<file path="src/rtl/seq_shift_add_mul.sv">
// Sequential unsigned shift-and-add multiplier: one WIDTH-bit add/shift step per clock.
// Optional macro MUL_EARLY_EXIT_EN: zero operands complete in one cycle without entering RUN.
module seq_shift_add_mul #(
  parameter int unsigned WIDTH = 8
) (
  input  logic                 CLK,
  input  logic                 RST,
  input  logic                 Start,
  input  logic [WIDTH-1:0]     A,
  input  logic [WIDTH-1:0]     B,
  output logic                 Busy,
  output logic                 Done,
  output logic [2*WIDTH-1:0]   Product
);

  localparam int unsigned CW = $clog2(WIDTH + 1);

  typedef enum logic [1:0] {
    S_IDLE = 2'd0,
    S_RUN  = 2'd1,
    S_DONE = 2'd2
  } state_t;

  state_t               state_q;
  logic [WIDTH-1:0]     m_q;
  logic [WIDTH-1:0]     phi_q;
  logic [WIDTH-1:0]     plo_q;
  logic [CW-1:0]        cnt_q;
  logic [2*WIDTH-1:0]   prod_q;

  logic [WIDTH:0]       sum_d;
  logic [2*WIDTH-1:0]   shift_d;
  logic                 last_d;
  logic                 skip_d;

  always_comb begin
    sum_d   = plo_q[0] ? ({1'b0, phi_q} + {1'b0, m_q}) : {1'b0, phi_q};
    // {C,S,P_lo} >> 1 keeps the carry as the new MSB and drops P_lo[0]
    shift_d = {sum_d, plo_q[WIDTH-1:1]};
    last_d  = (cnt_q == CW'(WIDTH - 1));
  end

`ifdef MUL_EARLY_EXIT_EN
  assign skip_d = (A == '0) || (B == '0);
`else
  assign skip_d = 1'b0;
`endif

  always_ff @(posedge CLK or posedge RST) begin
    if (RST) begin
      state_q <= S_IDLE;
      m_q     <= '0;
      phi_q   <= '0;
      plo_q   <= '0;
      cnt_q   <= '0;
      prod_q  <= '0;
    end else begin
      case (state_q)
        S_IDLE, S_DONE: begin
          if (Start) begin
            m_q   <= A;
            phi_q <= '0;
            plo_q <= B;
            cnt_q <= '0;
            if (skip_d) begin
              prod_q  <= '0;
              state_q <= S_DONE;
            end else begin
              state_q <= S_RUN;
            end
          end else begin
            state_q <= S_IDLE;
          end
        end
        S_RUN: begin
          {phi_q, plo_q} <= shift_d;
          cnt_q          <= cnt_q + CW'(1);
          if (last_d) begin
            prod_q  <= shift_d;
            state_q <= S_DONE;
          end
        end
        default: state_q <= S_IDLE;
      endcase
    end
  end

  always_comb begin
    Busy    = (state_q == S_RUN);
    Done    = (state_q == S_DONE);
    Product = prod_q;
  end

endmodule
</file>
<file path="config.mk">
export PLATFORM = sky130hd
export DESIGN_NAME = seq_shift_add_mul
export DESIGN_NICKNAME = d
export VERILOG_FILES = /design/src/rtl/seq_shift_add_mul.sv
export SDC_FILE = /design/constraint.sdc
export NUM_CORES = 1
export LEC_CHECK = 0
export ABC_AREA = 1
export ABC_CLOCK_PERIOD_IN_PS = 1600
export CORE_MARGIN = 2
export CORE_UTILIZATION = 23
export CTS_CLUSTER_DIAMETER = 80
export DETAILED_ROUTE_END_ITERATION = 10
export GPL_ROUTABILITY_DRIVEN = 0
export GPL_TIMING_DRIVEN = 1
export HOLD_SLACK_MARGIN = 0.03
export PLACE_DENSITY_LB_ADDON = 0.08
export SKIP_LAST_GASP = 1
export SLEW_MARGIN = 0
export SYNTH_ARGS = -nofsm -noshare
export SYNTH_HDL_FRONTEND = slang
export SYNTH_SLANG_ARGS = --single-unit
</file>
<file path="constraint.sdc">
create_clock -name CLK -period 1.6 [get_ports CLK]
set_input_delay 0.16 -clock CLK [delete_from_list [all_inputs] [get_ports CLK]]
set_output_delay 0.16 -clock CLK [all_outputs]
set_load 0.01 [all_outputs]
</file>
==> out/qor.csv <==
stage,metric,value,unit
outcome,violations,negative setup slack,
clocking,clk_latency,0.31,ns
synth,synth_top_area_cell,dfrtp_1,
clocking,clk_pin_slew,0.11,ns
setup_path,arrival,1.88,ns
outcome,status,"finished, violations left",
timing,finalCritPeriodShare,1.06,
timing,drv_slew,0,
setup_path,critPathTopFamily,simple AND/OR/NAND/NOR gates,
routing,dr_total_vias,1860,
setup_path,worst-setup-path-type,reg2reg,
synth,synthFlopType,dfrtp_1,
clocking,cts_inserted_buffers,5,
floorplan,initial_core_util,0.235,
clocking,h-tree-depth,2,
setup_path,crit_path_end_kind,flip-flop,
clocking,root_buffer,clkbuf_8,
pwr,ir_drop,0.000621,V
synth,synth_xor_area_frac,0,
layout,drive_above_1_share,0.189,
layout,diodes,0,
synth,synthArstFlopShare,1.00,
timing,worst_clock_skew,0.0161,ns
synth,synth_adder_area_share,0.0581,
pwr,seq_power_share,0.334,
pwr,power_frac_comb,0.547,
clocking,clock-sinks,46,
setup_path,path_common_cell,nand2_1,
timing,tns,-0.334,ns
synth,synth_top_cell_area_share,0.504,
setup_path,worstPathRequired,1.79,ns
layout,layout.nets,345,
synth,synth_cell_type_count,29,
floorplan,fp.dieArea,0.0107,mm2
synth,syn_nets,297,
synth,synth_commonest_cells,"nand2_1 (103), dfrtp_1 (46), inv_1 (23)",
synth,synth_area_leaders,"dfrtp_1 (50%), nand2_1 (17%), ha_1 (4.9%)",
pwr,p_sw_frac,0.434,
timing,slew-limit-headroom,0.619,
timing,whs,0.207,ns
synth,synth_simple_gate_area_frac,0.272,
global_route,grt_usage,0.119,
timing,hold_viol,0,
pwr,intPower,3650,uW
setup_path,r2r_slack,-0.09,ns
global_route,grt_max_degree,47,
setup_path,startpoint_type,flip-flop,
synth,muxShareOfSynthArea,0,
job,cap_viol_max_count,0,
min_path,worstHoldPathType,in2async,
synth,syn_area,0.00228,mm2
synth,ys_warn_count,0,
setup_path,crit_path_cell_trace,ha_2 > fa_2 > nand2_2 > nand2_2 > nand3b_1 > nand2_1 > nand2_1 > nand3_2 > nand3_2 > nand2_1,
floorplan,die_h,104,um
routing,vias_per_cell,4.13,
setup_path,worst-path-buf-inv,0,
routing,drt_pass1_iterations,4,
timing,max_freq,592,MHz
global_route,grt_overflow,0,
clocking,cts_tree,built,
routing,postRouteAntennaNets,0,
timing,tightest_slew,0.571,ns
global_route,antenna_found_initial,0,
timing,setup_viol,5,
pwr,clkPwrFrac,0.119,
placed_design,place_hpwl,4.17,mm
floorplan,dieWidth,104,um
synth,synth-seq-area-share,0.504,
layout,area_delta_synth_final,33.7,%
synth,synthCells,268,
clocking,ctsHoldBuffers,0,
placed_design,port_buffers,36,
global_route,grt_pass1_wl,10.1,mm
synth,synth_compound_area_frac,0.0975,
synth,synth_edf_count,0,
setup_path,crit_fanout,3,
timing,period_minus_slack,1.69,ns
global_route,first_global_vias,1907,
setup_path,worst_path_max_delay_cell,dfrtp_1,
synth,synth_top_family_by_area,simple AND/OR/NAND/NOR gates,
floorplan,boundaryPins,37,
routing,post_drt_wl_per_cell,13.4,um
timing,rsz0062_at_grt,true,
layout,n_fill_cell,1089,
floorplan,coreArea,0.00973,mm2
timing,setup_slack,-0.0882,ns
floorplan,num_rows,36,
pwr,powerDensity,2110,mW/mm2
synth,synth.ff_latch_count,46,
routing,drt_wl_total,6.03,mm
layout,fin_util,0.314,
routing,drt_iter0_markers,58,
setup_path,slowest_delay,0.40,ns
synth,avgSynthCellArea,8.52,um2
pwr,p_leak,0.00146,uW
pwr,power.net_switching,2800,uW
clocking,cts_buffer_depth,2,
synth,synth.most_common_cell,nand2_1,
routing,drc,0,
## power groups by stage
stage	logic, uW	registers (uW)	clock network [uW]
global route	4000	2240	865
finish	3530	2150	770
global placement	3340	2170	0
detailed placement	3350	2160	0
CTS	3470	2150	814
floorplan	2080	2130	0
## cell type report
| type | count | area, um2 | area share |
|---|---|---|---|
| well taps | 133 | 166 | 0.0545 |
| clock buffers | 5 | 68.8 | 0.0225 |
| repair buffers | 49 | 482 | 0.158 |
| clock inverters | 3 | 23.8 | 0.00778 |
| multi-input cells | 187 | 1060 | 0.348 |
| inverters | 27 | 101 | 0.0332 |
| flip-flops and latches | 46 | 1150 | 0.377 |
## cells in the final DEF, fill, tap and decap left out
cell type	n
nand2_1	100
inv_2	5
nand3b_1	2
o21ai_1	8
o21ai_2	7
o22ai_2	1
nand3_2	9
nand2_4	1
ha_2	1
clkbuf_8	5
nand3b_2	1
nand3_1	12
fa_2	1
buf_4	11
nor2_1	8
nor2_4	1
ha_4	2
clkdlybuf4s50_1	35
inv_1	22
a22o_1	1
o221ai_1	6
a21oi_1	5
inv_6	1
ha_1	6
or2_4	1
clkinvlp_4	2
nor2_2	1
nand2_2	4
or2_2	3
a21oi_2	1
dlygate4sd2_1	1
o211ai_1	1
dfrtp_1	46
buf_12	2
o21ai_0	4
## final timing paths
kind	startpoint	endpoint	cells after the start
max reg2reg	phi_q[0]	Product[13]	10
max in group asynchronous	RST	phi_q[3]	3
min	RST	Product[5]	3
min reg2reg	m_q[6]	m_q[6]	2
min in group CLK	A[7]	m_q[7]	3
max	phi_q[0]	Product[13]	10
## per-stage QoR
stage | cell area (um2) | std cells | total power (uW) | setup WS (ns)
2_1_floorplan | 2290 | 268 | 4210 | 0.0336
3_3_place_gp | 2870 | 441 | 5510 | -0.125
3_5_place_dp | 2870 | 441 | 5520 | -0.142
4_1_cts | 3010 | 450 | 6440 | -0.104
5_1_grt | 3060 | 450 | 7100 | -0.229
6_report | 3060 | 450 | 6450 | -0.0882
## flip-flops by register name, indices dropped and copies added (netlist names)
| register | flops |
|---|---|
| Product | 16 |
| cnt_q | 4 |
| m_q | 8 |
| phi_q | 8 |
| plo_q | 8 |
| state_q | 2 |
## routing by layer
layer / up-vias / track usage / wire length, um
met5: - / 0 / 0
met4: 0 / 0.0261 / 38
met3: 2 / 0.0227 / 152
met2: 28 / 0.196 / 2800
met1: 873 / 0.162 / 3040
li1: 957 / - / -
## worst register-to-register path, delay by kind of cell, from the launching register on
family / cells / cell delay, ns
adder cells (fa/ha/maj): 2 / 0.54
flip-flops: 1 / 0.40
AND/OR/NAND/NOR: 8 / 0.64
## kinds of logic after synthesis
family,count (synthesis)
AO/OA/AOI/OAI,34
flip-flops,46
AND/OR/NAND/NOR,143
adder cells (fa/ha/maj),10
buffers and inverters,35
## what timing repair did
item / in CTS / in global routing
setup endpoints to repair: 10 / 16
pin swaps: 3 / 4
resized for setup: 11 / 9
setup buffers: 1 / 0
Note: power is estimated with default switching activity, not from simulation.
